--- src/rtl/icache_ctrl_pkg.sv ---
// Shared line geometry and controller state encoding for the instruction cache
// and the fetch queue that talks to it.
package icache_ctrl_pkg;

  localparam int LINE_BYTES     = 16;
  localparam int WORDS_PER_LINE = 4;
  localparam int OFFSET_W       = 4;
  localparam int LINE_BITS      = LINE_BYTES * 8;

  typedef enum logic [1:0] {
    IDLE = 2'd0,
    REQ  = 2'd1,
    WAIT = 2'd2
  } state_e;

endpackage

--- src/rtl/icache_ctrl_if.sv ---
// Fetch-queue request/response signals and the refill read port to instruction memory.
interface icache_ctrl_if;
  import icache_ctrl_pkg::*;

  logic [31:0]          icache_pcin;
  logic                 icache_ren;
  logic                 icache_abort;
  logic                 icache_flush;
  logic [LINE_BITS-1:0] icache_dout;
  logic                 icache_dout_valid;
  logic                 icache_busy;
  logic [31:0]          mem_addr;
  logic                 mem_ren;
  logic [31:0]          mem_rdata;
  logic                 mem_rvalid;

  modport slave (
    input  icache_pcin, icache_ren, icache_abort, icache_flush, mem_rdata, mem_rvalid,
    output icache_dout, icache_dout_valid, icache_busy, mem_addr, mem_ren
  );

  modport master (
    output icache_pcin, icache_ren, icache_abort, icache_flush, mem_rdata, mem_rvalid,
    input  icache_dout, icache_dout_valid, icache_busy, mem_addr, mem_ren
  );
endinterface

--- src/rtl/icache_array.sv ---
// Direct-mapped tag/valid/data storage: combinational lookup, one write port,
// single-cycle invalidate of every line.
module icache_array
  import icache_ctrl_pkg::*;
#(
  parameter int NUM_LINES = 16,
  parameter int IDX_W     = $clog2(NUM_LINES),
  parameter int TAG_W     = 32 - OFFSET_W - IDX_W
) (
  input  logic                 clk,
  input  logic                 reset,
  input  logic                 flush,
  input  logic [IDX_W-1:0]     rd_idx,
  input  logic [TAG_W-1:0]     rd_tag,
  output logic                 hit,
  output logic [LINE_BITS-1:0] rd_data,
  input  logic                 wr_en,
  input  logic [IDX_W-1:0]     wr_idx,
  input  logic [TAG_W-1:0]     wr_tag,
  input  logic [LINE_BITS-1:0] wr_data
);

  logic [NUM_LINES-1:0] valid_q, valid_d;
  logic [TAG_W-1:0]     tag_q  [NUM_LINES];
  logic [TAG_W-1:0]     tag_d  [NUM_LINES];
  logic [LINE_BITS-1:0] data_q [NUM_LINES];
  logic [LINE_BITS-1:0] data_d [NUM_LINES];

  assign hit     = valid_q[rd_idx] && (tag_q[rd_idx] == rd_tag);
  assign rd_data = data_q[rd_idx];

  // NOTE: every always_comb output is given its hold value before any branch, so no latch can form.
  always_comb begin
    valid_d = valid_q;
    tag_d   = tag_q;
    data_d  = data_q;
    if (flush) begin
      valid_d = '0;
    end else if (wr_en) begin
      valid_d[wr_idx] = 1'b1;
      tag_d[wr_idx]   = wr_tag;
      data_d[wr_idx]  = wr_data;
    end
  end

  // NOTE: state flops use non-blocking assignments so all registers update together at the edge.
  always_ff @(posedge clk or negedge reset) begin
    if (!reset) valid_q <= '0;
    else        valid_q <= valid_d;
  end

  // NOTE: tag and data storage is deliberately left unreset; clearing the valid bits makes its content unreachable.
  always_ff @(posedge clk) begin
    tag_q  <= tag_d;
    data_q <= data_d;
  end

endmodule

--- src/rtl/icache_ctrl.sv ---
// Direct-mapped read-only instruction cache controller: one-cycle hits, and a
// four-word sequential refill from instruction memory on a miss.
module icache_ctrl
  import icache_ctrl_pkg::*;
#(
  parameter int NUM_LINES = 16
) (
  input  logic         clk,
  input  logic         reset,
  icache_ctrl_if.slave bus
);

  localparam int IDX_W   = $clog2(NUM_LINES);
  localparam int TAG_W   = 32 - OFFSET_W - IDX_W;
  localparam int LADDR_W = 32 - OFFSET_W;

  state_e                       state_q, state_d;
  logic [1:0]                   cnt_q, cnt_d;
  logic                         abort_q, abort_d;
  logic [LADDR_W-1:0]           line_addr_q, line_addr_d;
  logic [WORDS_PER_LINE-2:0][31:0] buf_q, buf_d;
  logic [LINE_BITS-1:0]         dout_q, dout_d;
  logic                         dout_valid_q, dout_valid_d;

  logic                 arr_hit;
  logic [LINE_BITS-1:0] arr_rd_data;
  logic [LINE_BITS-1:0] fill_line;
  logic                 arr_wr_en;
  logic                 arr_flush;
  logic                 pc_offset_unused;

  assign pc_offset_unused = ^bus.icache_pcin[OFFSET_W-1:0];

  // The last refill word bypasses the buffer so the line installs on the same edge it arrives.
  assign fill_line = {bus.mem_rdata, buf_q[2], buf_q[1], buf_q[0]};

  icache_array #(
    .NUM_LINES (NUM_LINES),
    .IDX_W     (IDX_W),
    .TAG_W     (TAG_W)
  ) u_array (
    .clk     (clk),
    .reset   (reset),
    .flush   (arr_flush),
    .rd_idx  (bus.icache_pcin[OFFSET_W+IDX_W-1:OFFSET_W]),
    .rd_tag  (bus.icache_pcin[31:OFFSET_W+IDX_W]),
    .hit     (arr_hit),
    .rd_data (arr_rd_data),
    .wr_en   (arr_wr_en),
    .wr_idx  (line_addr_q[IDX_W-1:0]),
    .wr_tag  (line_addr_q[LADDR_W-1:IDX_W]),
    .wr_data (fill_line)
  );

  always_comb begin
    state_d      = state_q;
    cnt_d        = cnt_q;
    abort_d      = abort_q;
    line_addr_d  = line_addr_q;
    buf_d        = buf_q;
    dout_d       = dout_q;
    dout_valid_d = 1'b0;
    arr_wr_en    = 1'b0;
    arr_flush    = 1'b0;

    case (state_q)
      IDLE: begin
        if (bus.icache_flush) begin
          arr_flush = 1'b1;
        end else if (bus.icache_ren) begin
          if (arr_hit) begin
            dout_d       = arr_rd_data;
            dout_valid_d = 1'b1;
          end else begin
            line_addr_d = bus.icache_pcin[31:OFFSET_W];
            cnt_d       = 2'd0;
            abort_d     = 1'b0;
            state_d     = REQ;
          end
        end
      end

      REQ: begin
        abort_d = abort_q | bus.icache_abort;
        state_d = WAIT;
      end

      WAIT: begin
        abort_d = abort_q | bus.icache_abort;
        if (bus.mem_rvalid) begin
          if (cnt_q != 2'd3) begin
            buf_d[cnt_q] = bus.mem_rdata;
            cnt_d        = cnt_q + 2'd1;
            state_d      = REQ;
          end else begin
            // An aborted refill still installs the line; only the response is withheld.
            arr_wr_en    = 1'b1;
            dout_d       = fill_line;
            dout_valid_d = !(abort_q | bus.icache_abort);
            state_d      = IDLE;
          end
        end
      end

      default: state_d = IDLE;
    endcase
  end

  always_ff @(posedge clk or negedge reset) begin
    if (!reset) begin
      state_q      <= IDLE;
      cnt_q        <= 2'd0;
      abort_q      <= 1'b0;
      line_addr_q  <= '0;
      buf_q        <= '0;
      dout_q       <= '0;
      dout_valid_q <= 1'b0;
    end else begin
      state_q      <= state_d;
      cnt_q        <= cnt_d;
      abort_q      <= abort_d;
      line_addr_q  <= line_addr_d;
      buf_q        <= buf_d;
      dout_q       <= dout_d;
      dout_valid_q <= dout_valid_d;
    end
  end

  assign bus.icache_dout       = dout_q;
  assign bus.icache_dout_valid = dout_valid_q;
  assign bus.icache_busy       = (state_q != IDLE);
  assign bus.mem_ren           = (state_q == REQ);
  assign bus.mem_addr          = {line_addr_q, cnt_q, 2'b00};

endmodule

--- src/flat_wrapper.sv ---
// flat-port wrapper written by rule: the top's interface ports become plain ports
module icache_ctrl_flat import icache_ctrl_pkg::*;
#(
  parameter int NUM_LINES = 16
)
  (clk, reset, bus_icache_pcin, bus_icache_ren, bus_icache_abort, bus_icache_flush, bus_mem_rdata, bus_mem_rvalid, bus_icache_dout, bus_icache_dout_valid, bus_icache_busy, bus_mem_addr, bus_mem_ren);
  icache_ctrl_if bus_i ();
  input  logic clk;
  input  logic reset;
  input wire logic [$bits(bus_i.icache_pcin)-1:0] bus_icache_pcin;
  input wire logic [$bits(bus_i.icache_ren)-1:0] bus_icache_ren;
  input wire logic [$bits(bus_i.icache_abort)-1:0] bus_icache_abort;
  input wire logic [$bits(bus_i.icache_flush)-1:0] bus_icache_flush;
  input wire logic [$bits(bus_i.mem_rdata)-1:0] bus_mem_rdata;
  input wire logic [$bits(bus_i.mem_rvalid)-1:0] bus_mem_rvalid;
  output wire logic [$bits(bus_i.icache_dout)-1:0] bus_icache_dout;
  output wire logic [$bits(bus_i.icache_dout_valid)-1:0] bus_icache_dout_valid;
  output wire logic [$bits(bus_i.icache_busy)-1:0] bus_icache_busy;
  output wire logic [$bits(bus_i.mem_addr)-1:0] bus_mem_addr;
  output wire logic [$bits(bus_i.mem_ren)-1:0] bus_mem_ren;
  assign bus_i.icache_pcin = bus_icache_pcin;
  assign bus_i.icache_ren = bus_icache_ren;
  assign bus_i.icache_abort = bus_icache_abort;
  assign bus_i.icache_flush = bus_icache_flush;
  assign bus_i.mem_rdata = bus_mem_rdata;
  assign bus_i.mem_rvalid = bus_mem_rvalid;
  assign bus_icache_dout = bus_i.icache_dout;
  assign bus_icache_dout_valid = bus_i.icache_dout_valid;
  assign bus_icache_busy = bus_i.icache_busy;
  assign bus_mem_addr = bus_i.mem_addr;
  assign bus_mem_ren = bus_i.mem_ren;
  icache_ctrl #(.NUM_LINES(NUM_LINES)) u_core (.clk(clk), .reset(reset), .bus(bus_i));
endmodule
--- config.mk ---
export PLATFORM = sky130hd
export DESIGN_NAME = icache_ctrl_flat
export DESIGN_NICKNAME = d
export VERILOG_FILES = /design/src/rtl/icache_ctrl_pkg.sv /design/src/rtl/icache_ctrl_if.sv /design/src/rtl/icache_array.sv /design/src/rtl/icache_ctrl.sv /design/src/flat_wrapper.sv
export SDC_FILE = /design/constraint.sdc
export NUM_CORES = 2
export LEC_CHECK = 0
export BUFFER_PORTS_ARGS = -buffer_cell sky130_fd_sc_hd__buf_2
export CAP_MARGIN = 10
export CORE_ASPECT_RATIO = 0.5
export CORE_MARGIN = 4
export CORE_UTILIZATION = 47
export DETAILED_ROUTE_END_ITERATION = 10
export PLACE_DENSITY_LB_ADDON = 0.08
export REMOVE_ABC_BUFFERS = 1
export SLEW_MARGIN = 20
export SYNTH_ARGS = -nofsm -noshare
export SYNTH_HDL_FRONTEND = slang
export SYNTH_HIERARCHICAL = 1
export SYNTH_SLANG_ARGS = --single-unit
--- constraint.sdc ---
create_clock -name clk -period 13.14 [get_ports clk]
set_input_delay 0.657 -clock clk [delete_from_list [all_inputs] [get_ports clk]]
set_output_delay 0.657 -clock clk [all_outputs]
set_load 0.01 [all_outputs]
=== Word-level counts from Yosys, hierarchy flattened ===
Index checks and enable logic that the tools add are counted.

* Word-level logic and storage cells: 141
* Bits of input ports: 70
* Output and inout bits: 163
* Register bits: 2706

* Add/sub/neg operators: 1
* Mux-type cells: 54
* Reductions and logical operators: 18
* Bitwise operators: 7
* Eq/ne operators: 11
* $lt $le $gt $ge: 8

{| class="wikitable"
|+ Operators by type and width
! cell !! number
|-
| $bwmux 2048 || 1
|-
| $mux 128 || 8
|-
| $bmux 128 s4 || 1
|-
| $demux 128 s4 || 1
|-
| $bwmux 384 || 1
|-
| $pmux 128 s2 || 1
|-
| $bmux 24 s4 || 1
|-
| $bwmux 96 || 1
|-
| $demux 24 s4 || 1
|-
| $mux 24 || 3
|-
| $demux 32 s2 || 1
|-
| $mux 16 || 2
|-
| $mux 32 || 1
|-
| $eq 24x24->1 || 1
|-
| $mux 2 || 9
|-
| $mux 1 || 16
|-
| $or 16x16->16 || 1
|-
| $ne 2x2->1 const B || 6
|-
| $reduce_and 4->1 || 3
|-
| $reduce_and 6->1 || 2
|-
| $ge 5x5->1 const B || 2
|-
| $lt 4x5->1 const B || 2
|-
| $not 4->5 || 2
|-
| $reduce_bool 2->1 || 4
|-
| 21 further kinds || 28
|}

=== Depth between registers and ports, before layout ===
* Depth after elaboration: 10
* Mapped depth: 16
* Mapped depth without buffers: 10

=== By module ===
Netlist, hierarchy kept.

{| class="wikitable"
|+ Modules (own cells, without submodules)
! module !! seq. area each (µm²) !! times used !! area an instance (µm²) !! cells an instance
|-
| icache_array || 73430.4 || 1 || 92536.2 || 3643
|-
| icache_ctrl || 6456.2 || 1 || 11945.2 || 732
|}

=== Worst setup path before layout ===
No wires, ideal clock.

* Path type: reg2reg
* Start: register u_core.state_q[0]
* End: register u_core/u_array/data_q[1920] (netlist bit), enable pin
* Setup slack: 213 ps
* Clock period less this slack: 12927 ps
* Cell stages (with the launch flop): 10
* Library setup time: 852 ps
* Data required time: 12288 ps
* Arrival time: 12075 ps
* Path buffers: 3
* Path through: dfrtp_1 inv_1 ha_1 buf_6 buf_2 buf_2 and3_1 nand2_1 or3_1 nor3_1

* Elaborated cells on any way between the ends: 6
* Those cells by class: 1 x eq/ne; 2 x mux; 1 x bitwise; 2 x reduce/logical

{| class="wikitable"
|+ RTL lines
! element !! RTL line !! RTL
|-
| from (decl) || icache_ctrl.sv:17 || <nowiki>state_e state_q, state_d;</nowiki>
|-
| from (signal assigned) || icache_ctrl.sv:119 || <nowiki>state_q <= state_d;</nowiki>
|-
| $eq 2x2->1 || icache_ctrl.sv:66 || <nowiki>case (state_q)</nowiki>
|-
| $mux 1 || icache_ctrl.sv:66 ||
|-
| net u_core.arr_wr_en || icache_ctrl.sv:28 || <nowiki>logic arr_wr_en;</nowiki>
|-
| $reduce_and 2->1 (no source line) || - ||
|-
| to (signal assigned) || icache_array.sv:55 || <nowiki>data_q <= data_d;</nowiki>
|-
| to (decl) || icache_array.sv:26 || <nowiki>logic [LINE_BITS-1:0] data_q [NUM_LINES];</nowiki>
|}

The timed path passes the listed nets, and every way through them passes these cells.
A chain may end at the register's enable or synchronous reset.

=== Worst setup path in the final report ===
* Start: input port bus_icache_pcin[5]
* End: register u_core.dout_q[123] (netlist: u_core/bus.icache_dout[123])

* Cells in the longest elaborated chain, start to end: 8
* Elaborated cells on any way between the ends: 17
* Those cells by class: 2 x eq/ne; 12 x mux; 1 x bitwise; 2 x reduce/logical

{| class="wikitable"
|+ RTL lines
! element !! RTL line !! RTL
|-
| from (decl) || flat_wrapper.sv:10 || <nowiki>input wire logic [$bits(bus_i.icache_pcin)-1:0] bus_icache_pcin;</nowiki>
|-
| $not 4->5 (implied by the code) || icache_array.sv:29 || <nowiki>assign hit = valid_q[rd_idx] && (tag_q[rd_idx] == rd_tag);</nowiki>
|-
| $bmux 24 s4 || icache_array.sv:29 ||
|-
| $mux 24 (implied by the code) (2 in a row) || icache_array.sv:29 ||
|-
| $eq 24x24->1 || icache_array.sv:29 ||
|-
| $logic_and 1x1->1 (*) || icache_array.sv:29 ||
|-
| net u_core.arr_hit || icache_ctrl.sv:25 || <nowiki>logic arr_hit;</nowiki>
|-
| $ne 2x1->1 (no source line) (*) || - ||
|-
| $reduce_and 6->1 (no source line) (*) || - ||
|-
| to (signal assigned) || icache_ctrl.sv:124 || <nowiki>dout_q <= dout_d;</nowiki>
|-
| to (decl) || icache_ctrl.sv:22 || <nowiki>logic [LINE_BITS-1:0] dout_q, dout_d;</nowiki>
|}

The timed path passes the listed nets; every way through them passes the cells marked *. The select of a mux whose other input is x is not followed.

==> impl_metrics.csv <==
group,metric,value,unit
global_routing,grt_pass1_wl,360000,µm
global_routing,antenna_found_initial,5,
setup_path,crit_required,13.85,ns
yosys,syn_area_per_cell,23.9,µm²
setup_path,critPathKind,"in2reg",
floorplan,start_util,47.2,%
setup_path,crit_slowest_cell,"nor4_2",
clock_tree,htree_levels,4,
final_layout,area_growth,12.0,%
clock_tree,cts_tree,"built",
clock_tree,clock_latency,0.87,ns
yosys,synth_edf_count,2432,
final_layout,final_cell_mix,"edfxtp_1 (2,432), mux4_2 (722), dfrtp_1 (274)",
clock_tree,clkSlewWorstSetupHoldPaths,0.07,ns
yosys,yosysTopAreaCellShare,69.9,%
sta,fin_crit,6.28,ns
yosys,synth_top_cells_by_area,"edfxtp_1 (70%), mux4_2 (16%), dfrtp_1 (6.6%), mux2_2 (2.6%), mux2_4 (1.4%)",
clock_tree,cts_setup_buffers,0,
placed_design,gp_congestion,0.723,
detailed_routing,drtIter0Drc,4496,
final_layout,final_util,52.9,%
global_routing,track_usage,21.7,%
hold_path,hold_class,"in2reg",
global_routing,grt_max_degree,104,
sta,worst_pin_slew,1.15,ns
setup_path,cp-end-kind,"flip-flop",
sta,finalMaxSlewViolations,0,
power,seqPwrFrac,54.5,%
clock_tree,cts_root_buf,"clkbuf_16",
detailed_routing,routedWlPerCell,31.6,µm
placed_design,port_buffers,226,
clock_tree,cts_made_buffers,238,
run_status,status,"finished, final reports clean",
sta,fmax,0.159,GHz
final_layout,final_common_cell,"edfxtp_1",
floorplan,die_x,675,µm
power,clockPowerShare,34.0,%
flow_run,max_cap_viol_count,0,
setup_path,start_kind,"input pin",
yosys,synthFlopType,"edfxtp_1",
power,p_int,0.0157,W
final_layout,num-nets-final,4800,
detailed_routing,post-route-drc-count,0,
sta,fin_worst_skew,0.0472,ns
placed_design,post-place-cells,7447,
yosys,synth_top_area_cell,"edfxtp_1",
power,p_sw,0.00505,W
sta,rsz0062_at_grt,"false",
power,switching_share,24.3,%
floorplan,die_h,341,µm
setup_path,critPathMaxFanout,85,
floorplan,coreArea,0.221,mm²
sta,relSlewSlack,23.1,%
floorplan,rows,122,
floorplan,die-area,0.230,mm²
final_layout,drive_above_1_share,35.5,%
clock_tree,clockBufferDepth,4,
detailed_routing,vias,47200,
yosys,ys_seq_area_share,76.5,%
detailed_routing,viasPerCell,5.98,
floorplan,io_pins,233,
yosys,async_reset_ff_share,10.1,%
detailed_routing,ant_nets,0,
setup_path,slowest_delay,0.89,ns
sta,post-route-period-util,47.8,%
detailed_routing,firstDrtPassIters,5,
yosys,synth_seq_cells,2706,
detailed_routing,routed_wl,250000,µm
global_routing,grt_pass1_vias,49600,
setup_path,critPathArrivalTime,6.99,ns
setup_path,crit_chain,"buf_8 -> buf_12 -> buf_4 -> mux4_2 -> mux4_2 -> xor2_1 -> nor2_1 -> o2111ai_1 -> nor4_2 -> nand3b_4 -> a211oi_4 -> buf_4 -> buf_12 -> mux2_1",
sta,holdWs,0.0646,ns
power,p_per_area,177,mW/mm²
power,power.leakage,38.5,nW
power,ir_drop,244,µV
power,p_comb_share,11.5,%
final_layout,layout.cells.non_filler,7898,
clock_tree,cts_sinks,2706,
sta,hold_violations,0,
yosys,yosysWarnings,6,
sta,setup_viol,0,
yosys,syn_area,0.104,mm²
yosys,synth_cell_types,61,
placed_design,hpwl,119000,µm
yosys,synth_cells,4375,
global_routing,gr-total-overflow,0,
==> worst paths after layout <==
| path | to | startpoint | cells past startpoint | slack (ns) |
|---|---|---|---|---|
| setup / recovery | u_core/bus.icache_dout[123]$_DFFE_PN0P_ | bus_icache_pcin[5] | 14 | 6.86 |
| hold / removal | u_core/line_addr_q[12]$_DFFE_PN0P_ | bus_icache_pcin[16] | 2 | 0.06 |
| setup reg to reg | u_core/u_array/data_q[47]$_DFFE_PP_ | u_core/state_q[0]$_DFFE_PN0P_ | 7 | 7.97 |
| hold reg to reg | u_core/bus.icache_dout[118]$_DFFE_PN0P_ | u_core/bus.icache_dout[118]$_DFFE_PN0P_ | 1 | 0.48 |
| max in group asynchronous | u_core/u_array/valid_q[14]$_DFFE_PN0P_ | reset | 4 | 10.71 |
| min in group asynchronous | u_core/buf_q[89]$_DFFE_PN0P_ | reset | 2 | 0.39 |
==> worst max-delay path: cells and delay by family <==
family / cells / cell delay (ns)
AO/OA/AOI/OAI: 2 / 0.50
multiplexers: 3 / 1.48
AND/OR/NAND/NOR: 3 / 1.28
buffers and inverters: 5 / 2.43
XOR/XNOR: 1 / 0.18
==> final cells by class <==
type / instances / area, µm²
diodes: 5 / 12.5
clock buffers: 345 / 6660
clock inverters: 92 / 1110
fillers: 16900 / 104000
inverters: 16 / 67.6
multi-input cells: 1430 / 23400
flip-flops and latches: 2706 / 79900
well taps: 2976 / 3720
repair buffers: 328 / 2210
==> kinds of logic after synthesis <==
group | synth area share [%]
simple gates | 0.690
flops | 76.5
compound gates | 0.645
other cells | 0.00359
xor+xnor | 0.226
buf+inv | 1.33
mux | 20.5
fa+ha+maj | 0.120
==> state kept, by name, indices dropped and copies added (netlist names) <==
name and flops:
u_core/abort_q 1, u_core/u_array/tag_q 384, u_core/bus.icache_dout 128, u_core/line_addr_q 28
u_core/u_array/data_q 2048, u_core/bus.icache_dout_valid 1, u_core/u_array/valid_q 16, u_core/cnt_q 2
u_core/buf_q 96, u_core/state_q 2
==> power by group through the flow <==
stage          sequential, W  clock [W]  combinational, W
3_3_place_gp          0.0114          0           0.00242
4_1_cts               0.0113    0.00724           0.00246
2_1_floorplan         0.0113          0           0.00150
6_report              0.0113    0.00706           0.00240
5_1_grt               0.0114    0.00760           0.00255
3_5_place_dp          0.0115          0           0.00245
==> layer usage <==
layer  global-route usage [%]  routed length, µm  part of all wire (%)  vias to the layer above
met3                     2.97              12700                   5.1                      283
met2                     35.2             122000                    49                     1269
met4                     3.62               3720                   1.5                        0
met5                        0                  0                     0                        -
met1                     32.3             111000                    45                    26500
li1                         -                  -                     -                    19200
==> repair_timing <==
item                                    4_1_cts  5_1_grt
resized for setup                             0        0
hold buffers                                  8        0
endpoints found under the hold margin        73        0
endpoints found under the setup margin        0        0
==> metrics by stage <==
| step | setup slack (ns) | instance area, µm² | total power, W | setup TNS, ns |
|---|---|---|---|---|
| finish | 6.86 | 117000 | 0.0208 | 0 |
| global route | 6.39 | 117000 | 0.0216 | 0 |
| CTS | 6.83 | 117000 | 0.0210 | 0 |
| detailed placement | 5.93 | 109000 | 0.0140 | 0 |
| global placement | 5.89 | 109000 | 0.0138 | 0 |
| floorplan | -2.57 | 103000 | 0.0128 | -1473.14 |
==> cells in the mapped netlist, types with 15 or more instances <==
cell type,number
nor2_1,33
mux4_2,722
buf_6,15
buf_1,25
mux2i_1,43
nand2_1,53
clkbuf_1,69
buf_2,88
a21o_1,17
mux2_2,242
dfrtp_1,274
edfxtp_1,2432
mux2_4,100
and3_1,18
mux2_1,40
a21oi_1,24
xnor2_1,19
Note: power is estimated with default switching activity, not from simulation.
